<file path="src/rtl/uart_pkg.sv">
// Shared types and helpers for the UART receive front end.
package uart_pkg;

    localparam int UART_DATA_W = 8;

    typedef enum logic [2:0] {
        ST_IDLE,
        ST_START,
        ST_DATA,
        ST_STOP,
        ST_WAIT_HIGH
    } uart_rx_state_e;

    function automatic int clks_per_bit(input int freq, input int baud);
        return freq / baud;
    endfunction

endpackage

</file>
<file path="src/rtl/uart_rx_frontend_if.sv">
// Byte stream from the UART receiver to its consumer (valid/ready).
interface uart_rx_frontend_if;
    import uart_pkg::*;

    logic [UART_DATA_W-1:0] rx_data;
    logic                   rx_valid;
    logic                   rx_ready;

    modport master (output rx_data, output rx_valid, input rx_ready);
    modport slave  (input rx_data, input rx_valid, output rx_ready);
endinterface

</file>
<file path="src/rtl/uart_rx_frontend_sync_fifo.sv">
// First-word-fall-through synchronous FIFO; a push into a full FIFO is
// accepted only when a pop happens in the same cycle.
module sync_fifo #(
    parameter int WIDTH = 8,
    parameter int DEPTH = 16
) (
    input  logic                     clk,
    input  logic                     rst,
    input  logic                     push,
    input  logic [WIDTH-1:0]         push_data,
    output logic                     full,
    input  logic                     pop,
    output logic [WIDTH-1:0]         pop_data,
    output logic                     empty,
    output logic [$clog2(DEPTH):0]   level
);
    localparam int AW = $clog2(DEPTH);

    logic [WIDTH-1:0] mem [DEPTH];
    logic [AW-1:0]    wr_ptr;
    logic [AW-1:0]    rd_ptr;
    logic             push_do;
    logic             pop_do;

    assign empty    = (level == '0);
    assign full     = (level == (AW+1)'(DEPTH));
    assign pop_do   = pop && !empty;
    assign push_do  = push && (!full || pop_do);
    assign pop_data = empty ? '0 : mem[rd_ptr];

    always_ff @(posedge clk) begin
        if (push_do) begin
            mem[wr_ptr] <= push_data;
        end
    end

    always_ff @(posedge clk) begin
        if (rst) begin
            wr_ptr <= '0;
            rd_ptr <= '0;
            level  <= '0;
        end else begin
            if (push_do) begin
                wr_ptr <= wr_ptr + AW'(1);
            end
            if (pop_do) begin
                rd_ptr <= rd_ptr + AW'(1);
            end
            case ({push_do, pop_do})
                2'b10:   level <= level + (AW+1)'(1);
                2'b01:   level <= level - (AW+1)'(1);
                default: level <= level;
            endcase
        end
    end
endmodule

</file>
<file path="src/rtl/uart_rx_frontend.sv">
// 8N1 UART receiver: rx synchroniser, mid-bit sampling FSM and byte FIFO
// presented as a valid/ready stream with error pulses.
module uart_rx_frontend
    import uart_pkg::*;
#(
    parameter int CLK_FREQ_HZ = 100_000_000,
    parameter int BAUD        = 115200,
    parameter int FIFO_DEPTH  = 16
) (
    input  logic                         clk,
    input  logic                         rst,
    input  logic                         rx,
    uart_rx_frontend_if.master           stream,
    output logic                         frame_err,
    output logic                         overrun,
    output logic [$clog2(FIFO_DEPTH):0]  fifo_level
);
    localparam int CLKS_PER_BIT = clks_per_bit(CLK_FREQ_HZ, BAUD);
    localparam int HALF         = CLKS_PER_BIT / 2;
    localparam int CNT_W        = (CLKS_PER_BIT > 2) ? $clog2(CLKS_PER_BIT) : 1;
    localparam logic [CNT_W-1:0] BIT_END  = CNT_W'(CLKS_PER_BIT - 1);
    localparam logic [CNT_W-1:0] HALF_END = CNT_W'(HALF - 1);

    logic                   rx_m;
    logic                   rx_s;
    uart_rx_state_e         state;
    logic [CNT_W-1:0]       cnt;
    logic [2:0]             bit_idx;
    logic [UART_DATA_W-1:0] shreg;

    logic fifo_full;
    logic fifo_empty;
    logic fifo_pop;
    logic stop_hit;
    logic push;

    // Two-flop synchroniser; idles high so reset looks like an idle line
    always_ff @(posedge clk) begin
        if (rst) begin
            rx_m <= 1'b1;
            rx_s <= 1'b1;
        end else begin
            rx_m <= rx;
            rx_s <= rx_m;
        end
    end

    // The push happens on the stop-sample edge itself so rx_valid rises one cycle later
    assign stop_hit = (state == ST_STOP) && (cnt == BIT_END);
    assign push     = stop_hit && rx_s;
    assign fifo_pop = stream.rx_valid && stream.rx_ready;

    always_ff @(posedge clk) begin
        if (rst) begin
            state     <= ST_IDLE;
            cnt       <= '0;
            bit_idx   <= '0;
            frame_err <= 1'b0;
            overrun   <= 1'b0;
        end else begin
            frame_err <= 1'b0;
            overrun   <= 1'b0;
            case (state)
                ST_IDLE: begin
                    if (!rx_s) begin
                        state <= ST_START;
                        cnt   <= '0;
                    end
                end
                ST_START: begin
                    if (cnt == HALF_END) begin
                        cnt     <= '0;
                        bit_idx <= '0;
                        state   <= rx_s ? ST_IDLE : ST_DATA;
                    end else begin
                        cnt <= cnt + CNT_W'(1);
                    end
                end
                ST_DATA: begin
                    if (cnt == BIT_END) begin
                        cnt     <= '0;
                        shreg   <= {rx_s, shreg[UART_DATA_W-1:1]};
                        bit_idx <= bit_idx + 3'd1;
                        if (bit_idx == 3'd7) begin
                            state <= ST_STOP;
                        end
                    end else begin
                        cnt <= cnt + CNT_W'(1);
                    end
                end
                ST_STOP: begin
                    if (cnt == BIT_END) begin
                        cnt <= '0;
                        if (rx_s) begin
                            overrun <= fifo_full && !fifo_pop;
                            state   <= ST_IDLE;
                        end else begin
                            frame_err <= 1'b1;
                            state     <= ST_WAIT_HIGH;
                        end
                    end else begin
                        cnt <= cnt + CNT_W'(1);
                    end
                end
                ST_WAIT_HIGH: begin
                    // A held-low (break) line must not start a new frame
                    if (rx_s) begin
                        state <= ST_IDLE;
                    end
                end
                default: state <= ST_IDLE;
            endcase
        end
    end

    sync_fifo #(
        .WIDTH (UART_DATA_W),
        .DEPTH (FIFO_DEPTH)
    ) u_fifo (
        .clk       (clk),
        .rst       (rst),
        .push      (push),
        .push_data (shreg),
        .full      (fifo_full),
        .pop       (fifo_pop),
        .pop_data  (stream.rx_data),
        .empty     (fifo_empty),
        .level     (fifo_level)
    );

    assign stream.rx_valid = !fifo_empty;
endmodule

</file>
<file path="src/flat_wrapper.sv">
// flat-port wrapper written by rule: the top's interface ports become plain ports
module uart_rx_frontend_flat import uart_pkg::*;
#(
    parameter int CLK_FREQ_HZ = 100_000_000,
    parameter int BAUD        = 115200,
    parameter int FIFO_DEPTH  = 16
)
  (clk, rst, rx, frame_err, overrun, fifo_level, stream_rx_data, stream_rx_valid, stream_rx_ready);
  uart_rx_frontend_if stream_i ();
  input  logic clk;
  input  logic rst;
  input  logic rx;
  output logic frame_err;
  output logic overrun;
  output logic [$clog2(FIFO_DEPTH):0] fifo_level;
  output wire logic [$bits(stream_i.rx_data)-1:0] stream_rx_data;
  output wire logic [$bits(stream_i.rx_valid)-1:0] stream_rx_valid;
  input wire logic [$bits(stream_i.rx_ready)-1:0] stream_rx_ready;
  assign stream_rx_data = stream_i.rx_data;
  assign stream_rx_valid = stream_i.rx_valid;
  assign stream_i.rx_ready = stream_rx_ready;
  uart_rx_frontend #(.CLK_FREQ_HZ(CLK_FREQ_HZ), .BAUD(BAUD), .FIFO_DEPTH(FIFO_DEPTH)) u_core (.clk(clk), .rst(rst), .rx(rx), .stream(stream_i), .frame_err(frame_err), .overrun(overrun), .fifo_level(fifo_level));
endmodule
</file>
<file path="config.mk">
export PLATFORM = sky130hd
export DESIGN_NAME = uart_rx_frontend_flat
export DESIGN_NICKNAME = d
export VERILOG_FILES = /design/src/rtl/uart_pkg.sv /design/src/rtl/uart_rx_frontend_if.sv /design/src/rtl/uart_rx_frontend_sync_fifo.sv /design/src/rtl/uart_rx_frontend.sv /design/src/flat_wrapper.sv
export SDC_FILE = /design/constraint.sdc
export NUM_CORES = 1
export LEC_CHECK = 0
export ABC_AREA = 1
export CORE_MARGIN = 3
export CORE_UTILIZATION = 55
export DETAILED_ROUTE_END_ITERATION = 16
export PLACE_DENSITY_LB_ADDON = 0.12
export SLEW_MARGIN = 30
export SYNTH_ARGS = -nofsm -noshare
export SYNTH_HDL_FRONTEND = slang
export SYNTH_SLANG_ARGS = --single-unit
export TNS_END_PERCENT = 20
</file>
<file path="constraint.sdc">
create_clock -name clk -period 2.1 [get_ports clk]
set_clock_uncertainty 0.1 [all_clocks]
set_input_delay 0.21 -clock clk [delete_from_list [all_inputs] [get_ports clk]]
set_output_delay 0.21 -clock clk [all_outputs]
set_load 0.01 [all_outputs]
</file>
Word level (Yosys, flattened, before mapping)
Memory sizes are Yosys's and may differ from the RTL's. A register that Yosys moved wholly into a read port is not among the register bits.
Cells that the tools add are included.
{"block": "op_classes", "n_eq_ne": 16, "addsub": 6, "n_bitwise": 4, "mul": 0, "magnitude_cmp": 0, "shifts": 0, "div_mod_pow": 0, "muxes": 23, "n_reduce_logical": 22}
{"op": "10-bit 2-to-1 mux", "count": 3}
{"op": "10-bit case mux with 3 select lines", "count": 1}
{"op": "3-bit 2-to-1 mux", "count": 9}
{"op": "3-bit case mux with 5 select lines", "count": 1}
{"op": "10-bit by 1-bit adder with 10-bit output, second input constant", "count": 1}
{"op": "10-bit equality test, second input constant", "count": 1}
{"op": "10-bit by 9-bit equality test with 1-bit output, second input constant", "count": 1}
{"op": "5-bit case mux with 2 select lines", "count": 1}
{"op": "4-bit by 1-bit adder with 4-bit output, second input constant", "count": 2}
{"op": "4-bit 2-to-1 mux", "count": 2}
{"op": "8-bit 2-to-1 mux", "count": 1}
{"op": "2-bit by 1-bit inequality test with 1-bit output, second input constant", "count": 4}
{"op": "3-bit by 2-bit equality test with 1-bit output, second input constant", "count": 2}
{"op": "3-bit equality test, second input constant", "count": 2}
{"op": "1-bit logical AND", "count": 6}
{"op": "3-bit case mux with 2 select lines", "count": 1}
{"op": "3-bit AND reduction", "count": 2}
{"op": "6-bit AND reduction", "count": 1}
{"op": "5-bit by 1-bit adder with 5-bit output, second input constant", "count": 1}
{"op": "5-bit equality test, second input constant", "count": 1}
{"op": "5-bit zero test", "count": 1}
{"op": "5-bit by 1-bit subtractor with 5-bit output, second input constant", "count": 1}
{"op": "2-bit inequality test, second input constant", "count": 2}
{"op": "1-bit NOT", "count": 4}
{"op": "other kinds (15)", "count": 20}
{"block": "totals", "ramBits": 128, "in_bits": 4, "mem_count": 1, "output_inout_bits": 16, "romBits": 0, "reg_bits": 41, "latch_bits": 0}
{"memory": "u_core.u_fifo.mem", "depth": 16, "width": 8, "read_ports": 1, "rd_ports_with_merged_regs": 1, "write_ports": 1, "line": "uart_rx_frontend_sync_fifo.sv:19", "text": "logic [WIDTH-1:0] mem [DEPTH];"}

Longest topological paths before layout
Gate-level depths: netlist of run 1.
{"block": "depth", "word_depth": 8, "mapped_depth": 17, "depth_no_buf": 17}

By module
From an unflattened synthesis of run 1, not the netlist that was laid out.
{"block": "unflattened", "hier_cells": 721, "hier_area_um2": 7546.0}
{"mod": "sync_fifo", "cells_each": 552, "n_inst": 1, "area_each_um2": 6148.4}
{"mod": "uart_rx_frontend", "cells_each": 169, "n_inst": 1, "area_each_um2": 1397.6}

Worst setup path before layout of run 1
Ideal clock, no wire load.
{"block": "synth_timing", "kind": "register to register", "start": "register u_core.cnt[0]", "end": "register u_core.u_fifo.level[4]", "setup_slack_ns": -0.166, "stages_incl_launch_ff": 18, "setup_ns": 0.115, "arrival_time_ns": 2.051, "t_required_ns": 1.885, "cell_sequence": "dfxtp_1 -> ha_1 -> nand2_1 -> nor2_1 -> nand2_1 -> nor2_1 -> nand2_1 -> nand2_2 -> inv_1 -> ha_1 -> inv_1 -> o21ai_0 -> a21oi_1 -> nand2_1 -> nand2_1 -> nand3_1 -> nand2_1 -> nor2_1"}
{"block": "synth_between", "elab_chain_len": 6}
{"element": "from (decl)", "line": "uart_rx_frontend.sv:27", "text": "logic [CNT_W-1:0] cnt;"}
{"element": "from (signal assigned)", "line": "uart_rx_frontend.sv:76", "text": "cnt <= cnt + CNT_W'(1);"}
{"element": "from (signal assigned)", "line": "uart_rx_frontend.sv:88", "text": "cnt <= cnt + CNT_W'(1);"}
{"element": "from (signal assigned)", "line": "uart_rx_frontend.sv:102", "text": "cnt <= cnt + CNT_W'(1);"}
{"element": "10-bit equality test *", "line": "uart_rx_frontend.sv:49", "text": "assign stop_hit = (state == ST_STOP) && (cnt == BIT_END);"}
{"element": "1-bit logical AND *", "line": "uart_rx_frontend.sv:49"}
{"element": "1-bit logical AND *", "line": "uart_rx_frontend.sv:50", "text": "assign push = stop_hit && rx_s;"}
{"element": "1-bit logical AND *", "line": "uart_rx_frontend_sync_fifo.sv:28", "text": "assign push_do = push && (!full || pop_do);"}
{"element": "2-bit by 1-bit equality test with 1-bit output / 2-bit equality test (equally long branches)", "line": "uart_rx_frontend_sync_fifo.sv:49", "text": "case ({push_do, pop_do})"}
{"element": "5-bit case mux with 2 select lines / 2-bit nonzero test (equally long branches)"}
{"element": "to (signal assigned)", "line": "uart_rx_frontend_sync_fifo.sv:50", "text": "2'b10: level <= level + (AW+1)'(1);"}
{"element": "to (signal assigned)", "line": "uart_rx_frontend_sync_fifo.sv:51", "text": "2'b01: level <= level - (AW+1)'(1);"}
{"element": "to (signal assigned)", "line": "uart_rx_frontend_sync_fifo.sv:52", "text": "default: level <= level;"}
{"element": "to (decl)", "line": "uart_rx_frontend_sync_fifo.sv:15", "text": "output logic [$clog2(DEPTH):0] level"}
Every way passes the cells marked *; elsewhere a longest branch is shown, timed or not.
A chain may end at the register's enable or synchronous reset.

==> key figures, run 1 <==
Run status
  • Status: finished, violations left
  • Failing checks: setup timing

Logic synthesis
  • Post-synth ARST share: 0%
  • Syn_nets: ~710
  • Mapped Cells: 688
  • Synth Area per Inst: between 10 and 15 sq um
  • Yosys top cell by area: edfxtp_1
  • Number of synthesized flops with an enable pin: around 140
  • Sequential share of the synthesized area: between 60 and 70%
  • Synth Cell Area: 0.00729 sq mm
  • Ys Warns: 0
  • Distinct cells, synth: 34
  • Synth Flop Type: edfxtp_1
  • Top-area cell type share of the netlist area: between 50 and 60%
  • Synth area leaders: edfxtp_1, dfxtp_1, nand2_1, nor2_1, o21ai_0
  • Flops & latches, synth: 173

Setup path
  • Crit path DAT: ~1900 ps
  • R2R Setup Slk: -80 ps
  • Cell chain of the critical path: inv_8, buf_12, buf_16, o21ai_0, o211ai_1, nand3_1, a21oi_1, buf_2
  • Worst r2r path cells: 16
  • RR Startpoint: u_core.cnt[1]
  • Slowest CP cell: dfxtp_4
  • CP max stage delay: about 370 ps
  • Critical setup path kind: reg -> out
  • Worst setup SP type: flop
  • Critical path capture point type: output port
  • Crit path required time: 1790 ps
  • Critical R2R Capture: u_core.u_fifo.level[4]
  • Crit path max fanout: 14

Global route
  • Total congestion overflow: 0
  • Largest net degree at the start of global routing: 20
  • Global Route Usage Sum: approximately a quarter
  • Initial antenna violation count: 0
  • Vias in the first global route: between 5000 and 6000
  • First-pass GRT wire length: between 20000 and 30000 microns

Worst hold path
  • WHS Path Cells: 2
  • WHS Endpoint: u_core.rx_m
  • Type of the most critical hold path: in -> reg
  • HP Start: rx

Floorplan
  • Starting Density: 57.0%
  • Core ar.: ~0.013 sq mm
  • Die W: 121 microns
  • DIE AREA: around 0.015 sq mm
  • Row count: 41
  • IO Pins: 20
  • Vert. Die Dim: ~120 microns

Timing
  • Fin. Hold Viols: 0
  • Worst Max-Slew Pin Slew: ~760 ps
  • Tcrit/Tclk final: 104%
  • Post-route minimum period: ~2200 ps
  • RSZ-0062 raised after global routing: yes
  • Final setup fails: 10
  • Max-slew headroom: around half
  • Setup ws final: -90.9 ps
  • Final-report max-slew violation count: 0
  • Fmax: 0.456 GHz

Clock network
  • Clock Pin Slew Worst Setup and Hold Paths: 60 ps
  • Number of CTS-inserted buffers: 17
  • Hold-fix buffers, CTS: 0
  • CTS H-tree lvls: 4
  • Clk sinks: roughly 170
  • Clock Latency Late Sink: 420 ps
  • CTS tree: yes
  • Max clock buf depth: 2
  • Clk Tree Root Cell: clkbuf_16

Placement
  • Area of placed instances: between 0.008 and 0.009 sq mm
  • Buffers on Ports: 19
  • DP HPWL: around 11000 microns
  • Final Wtd Congestion: 0.896

Finish
  • # diodes: 0
  • Most frequent cells in the layout: edfxtp_1, nand2_1, nor2_1
  • Commonest non-fill, non-tap cell in the layout: edfxtp_1
  • P&R area growth vs syn: 26.6%
  • Fill cell count: about 890
  • Final Instance Area: approximately 0.0092 sq mm
  • Multi-input logic area: about 0.0024 sq mm
  • NumNets Final: ~800
  • Final core occ: a little over 70%
  • Register Area: about 0.0048 sq mm
  • Layout cells sized above 1: 24.9%

Route
  • Vias: around 5500
  • TritonRoute pass-1 iters: 5
  • Via/cell ratio: ~5.7
  • Post-Route WL: roughly 18000 microns
  • Initial DRC Count: 505
  • Final ANT Viol Nets: 0
  • DRC viols: 0
  • Routed len/inst: approximately 18 microns

Flow run
  • Max-cap violations: 0

Power
  • Pwr/cell area: around 800 mW/mm^2
  • Worst vdd ir: about 0.57 mV
  • Lkg Pwr: ~0.0034 uW
## synthesized netlist by cell type, drive strengths merged (2+ instances only)
library cell    n
edfxtp        136
nand2         126
nor2          120
o21ai          50
nand3          46
inv            45
a21oi          37
dfxtp          37
clkbuf         13
buf            12
ha             12
o211ai         10
o221ai          8
o31ai           8
xor2            7
nand4           6
nor3            3
clkinv          2
nor4            2
or2             2
## per-layer routing
layer	up-vias	share of wire [%]	global-route usage, %
met5	-	0	0
met4	0	4.7	14.4
met3	58	5.9	4.90
met2	211	51	42.6
met1	2632	39	31.3
li1	2585	-	-
## critical path, delay by kind of cell (launching register included)
kind / cells / cell delay (ps)
AO/OA/AOI/OAI: 3 / 490
AND/OR/NAND/NOR: 1 / 110
buffers and inverters: 4 / 480
flip-flops: 1 / 370
## kinds of logic (layout without fill, tap and decap cells)
group | after synthesis | count (layout) | share of synthesized area (%)
adders and majority gates | 13 | 13 | 2.34
AOI/OAI and AO/OA | 116 | 116 | 9.07
DFF | 173 | 173 | 66.2
xor gates and xnor gates | 8 | 8 | 0.962
buffers and inverters | 72 | 178 | 3.91
and+or+nand+nor | 306 | 306 | 17.5
## registers in the layout, indices dropped and copies added, names as in the netlist, 3 cells and up, named ones only
register	cells
u_core.u_fifo.level	5
u_core.u_fifo.rd_ptr	4
u_core.state	3
u_core.cnt	10
u_core.u_fifo.wr_ptr	4
u_core.shreg	8
u_core.bit_idx	3
u_core.u_fifo.mem	128
## area by class of cell
cell class	instances	share of cell area [%]
Tap cell	172	2.33
Timing Repair Buffer	99	10.9
Clock inverter	13	1.55
Sequential cell	173	52.5
Multi-Input combinational cell	443	26.0
Inverter	47	2.10
Clock buffer	19	4.69
## timing repair
| item | CTS | global route |
|---|---|---|
| cloned | 3 | 0 |
| endpoints found under the setup margin | 10 | 139 |
| pin swaps | 25 | 16 |
| hold endpoints to repair | 0 | 0 |
| gates resized for setup | 84 | 58 |
| setup buffers | 4 | 5 |
## stage by stage
| stage | cells | setup WS [ps] | power (uW) | hold WS (ps) | setup TNS (ps) |
|---|---|---|---|---|---|
| floorplan | 688 | -15.3 | 4230 | 214 | -22.7 |
| global placement | 922 | -70.2 | 4380 | 296 | -454 |
| detailed placement | 922 | -157 | 4400 | 306 | -770 |
| CTS | 961 | -78.0 | 7400 | 234 | -605 |
| global route | 966 | -226 | 7650 | 246 | -1920 |
| finish | 966 | -90.9 | 7380 | 249 | -664 |
## worst max path at each step
stage	startpoint	to	slack, ps
detailed placement	u_core.cnt[1]	u_core.u_fifo.level[3]	-160
floorplan	u_core.cnt[1]	u_core.u_fifo.level[4]	-20
finish	flop	stream_rx_data[1]	-90
global placement	flop	stream_rx_data[2]	-70
global route	u_core.cnt[1]	u_core.u_fifo.level[4]	-230
CTS	flop	stream_rx_data[1]	-80
## power breakdown
| group | switching, uW | internal (uW) |
|---|---|---|
| Sequential | 33.5 | 3690 |
| Combinational | 410 | 207 |
| Clock | 1280 | 1760 |
No activity file was read; power rests on OpenSTA's default activity.
==> run 2: changes to the inputs <==
==> constraint.sdc (replaced) <==
create_clock -name clk -period 2.1 [get_ports clk]
set_clock_uncertainty 0.1 [all_clocks]
set_input_delay 0.21 -clock clk [delete_from_list [all_inputs] [get_ports clk]]
set_output_delay 0.21 -clock clk [all_outputs]
set_load 0.005 [all_outputs]
==> run 2 against run 1 <==
Compared with the run above:
- the run still ends with setup timing left
- cell count grew 0.72%
- non-clock buffer count is 7 higher
- clock power shrank 5%
- largest cell class unchanged
- largest power group unchanged
- clock-buffer cell count is 6 higher
- sequential share of layout area grew 0.30 points
- critical path depth is 1 lower
==> key figures, run 2 (synthesis gave the netlist of run 1 again) <==
Floorplan
  • Starting Density: 57.0% (unchanged)
  • Core ar.: 0.0128 sq mm (unchanged)
  • IO Pins: 20 (unchanged)
  • Row count: 41 (unchanged)
  • Die W: 121 microns (unchanged)
  • Vert. Die Dim: 121 microns (unchanged)
  • DIE AREA: 0.0147 sq mm (unchanged)

Global route
  • Global Route Usage Sum: 25.6% (+0.060 points)
  • Largest net degree at the start of global routing: 20 (unchanged)
  • First-pass GRT wire length: 28100 microns (+0.67%)
  • Total congestion overflow: 0 (unchanged)
  • Initial antenna violation count: 0 (unchanged)
  • Vias in the first global route: 5389 (-0.056%)

Timing
  • Worst Max-Slew Pin Slew: 733 ps (-24.7 ps)
  • RSZ-0062 raised after global routing: yes
  • Final setup fails: 11 (+1)
  • Fin. Hold Viols: 0 (unchanged)
  • Fmax: 0.451 GHz (-1.2%)
  • Max-slew headroom: 51.1% (+1.6 points)
  • Setup ws final: -117 ps (-26.2 ps)
  • Worst Hold Margin: 259 ps (+10.4 ps)
  • Tcrit/Tclk final: 106% (+1.2 points)
  • Final-report max-slew violation count: 0 (unchanged)
  • Post-route minimum period: 2220 ps (+26.2 ps)

Placement
  • Cell Count Post-Placement: 924 (+0.22%)
  • Buffers on Ports: 19 (unchanged)
  • DP HPWL: 11100 microns (-2.4%)
  • Final Wtd Congestion: 0.820 (-8.5%)

Clock network
  • Clock Latency Late Sink: 420 ps (about the same)
  • Max clock buf depth: 2 (unchanged)
  • Clk Tree Root Cell: clkbuf_16
  • Number of CTS-inserted buffers: 17 (unchanged)
  • CTS H-tree lvls: 4 (unchanged)
  • Hold-fix buffers, CTS: 0 (unchanged)
  • CTS tree: yes
  • Clock Pin Slew Worst Setup and Hold Paths: 60 ps (about the same)
  • Clk sinks: 173 (unchanged)

Route
  • DR WL met3: 1200 microns (+15%)
  • Routed len/inst: 18.3 microns (about the same)
  • Vias: 5410 (-1.4%)
  • DRT met1 WL: 7030 microns (+3.0%)
  • Routed wl met2: 9050 microns (+0.27%)
  • Final ANT Viol Nets: 0 (unchanged)
  • Max Used Layer: met4
  • TritonRoute pass-1 iters: 5 (unchanged)
  • Initial DRC Count: 583 (+15%)
  • Via/cell ratio: 5.56 (-2.1%)
  • Post-Route WL: 17900 microns (+0.73%)
  • DRC viols: 0 (unchanged)

Run status
  • Failing checks: setup timing
  • Status: finished, violations left

Finish
  • NumNets Final: 805 (+0.88%)
  • Final core occ: 71.7% (-0.51 points)
  • P&R area growth vs syn: 25.7%
  • Largest regs: u_core.u_fifo.mem (128), u_core.cnt (10), u_core.shreg (8)
  • Commonest non-fill, non-tap cell in the layout: edfxtp_1
  • Layout cells sized above 1: 23.1% (-1.8 points)
  • Final cell count without fillers: 973 (+0.72%)
  • # diodes: 0 (unchanged)
  • Multi-input logic area: 0.00237 sq mm (-0.89%)
  • Max reg flops: 128 (unchanged)
  • Fill cell count: 872 (-1.8%)
  • Register Area: 0.00483 sq mm (-0.13%)
  • Most frequent cells in the layout: edfxtp_1, nand2_1, nor2_1
  • Most flops, register: u_core.u_fifo.mem

Power
  • Lkg Pwr: 0.00340 uW (about the same)
  • Worst vdd ir: 0.626 mV (+9.9%)
  • Pwr/cell area: 790 mW/mm^2 (-1.1%)

Setup path
  • Worst r2r path cells: 16 (unchanged)
  • Crit path required time: 1790 ps (about the same)
  • R2R Setup Slk: -50 ps (+30 ps)
  • RR Startpoint: u_core.cnt[0]
  • Crit path DAT: 1910 ps (+30 ps)
  • Worst setup SP type: flop
  • Critical path capture point type: output port
  • Critical setup path kind: reg -> out
  • Critical path destination: stream_rx_data[2]
  • Critical R2R Capture: u_core.u_fifo.level[4]
  • Crit path max fanout: 7 (-7)

Worst hold path
  • HP Start: rx
  • Type of the most critical hold path: in -> reg

Flow run
  • Max-cap violations: 0 (unchanged)
-- run 2: how the worst min path moves through the flow --
stage | end | slack (ps) | depth (start not counted)
after floorplan | u_core.rx_m | 210 | 1
after global placement | u_core.rx_s | 320 | 1
after detailed placement | u_core.rx_s | 320 | 1
after CTS | u_core.rx_m | 250 | 2
after global routing | u_core.rx_m | 260 | 2
final | u_core.rx_m | 260 | 2
-- run 2: repair_timing --
action                                  in CTS  in global routing
setup buffers                               13                  1
hold endpoints to repair                     0                  0
resized for setup                           84                 30
endpoints found under the setup margin      10                 22
pin swaps                                   38                 15
gates cloned                                 4                  0
-- run 2: final cells by class --
class | count | area share (%)
tap | 172 | 2.35
inverter | 47 | 2.03
clock inverter | 7 | 0.724
multi-input combinational | 443 | 25.9
clock buffer | 25 | 5.19
sequential | 173 | 52.8
timing repair buffer | 106 | 11.0
-- run 2: stage by stage --
stage	total power (uW)	TNS (ps)	instance area [sq um]	setup slack (ps)
after floorplan	4230	-17.6	7320	-12.7
after global placement	4370	-190	8190	-77.6
after detailed placement	4420	-554	8190	-158
after CTS	7260	-908	9060	-123
after global routing	7510	-2070	9160	-216
final	7240	-849	9160	-117
-- run 2: where the power goes --
group	total, uW	switching [uW]	internal, uW
sequential	3720	31.6	3690
clock	2890	1200	1690
combinational	631	422	209
-- run 2: routing by layer --
metal / up-vias / GRT usage (%)
met5: - / 0
met4: 0 / 10.6
met3: 47 / 4.34
met2: 206 / 44.8
met1: 2575 / 31.6
li1: 2582 / -
-- run 2: critical path, stage by stage (launching register included) --
cell	delay (ps)
dfxtp_4	430
buf_12	140
buf_16	120
nor2_1	40
o211ai_1	280
nand3_1	160
a21oi_2	160
buf_2	140
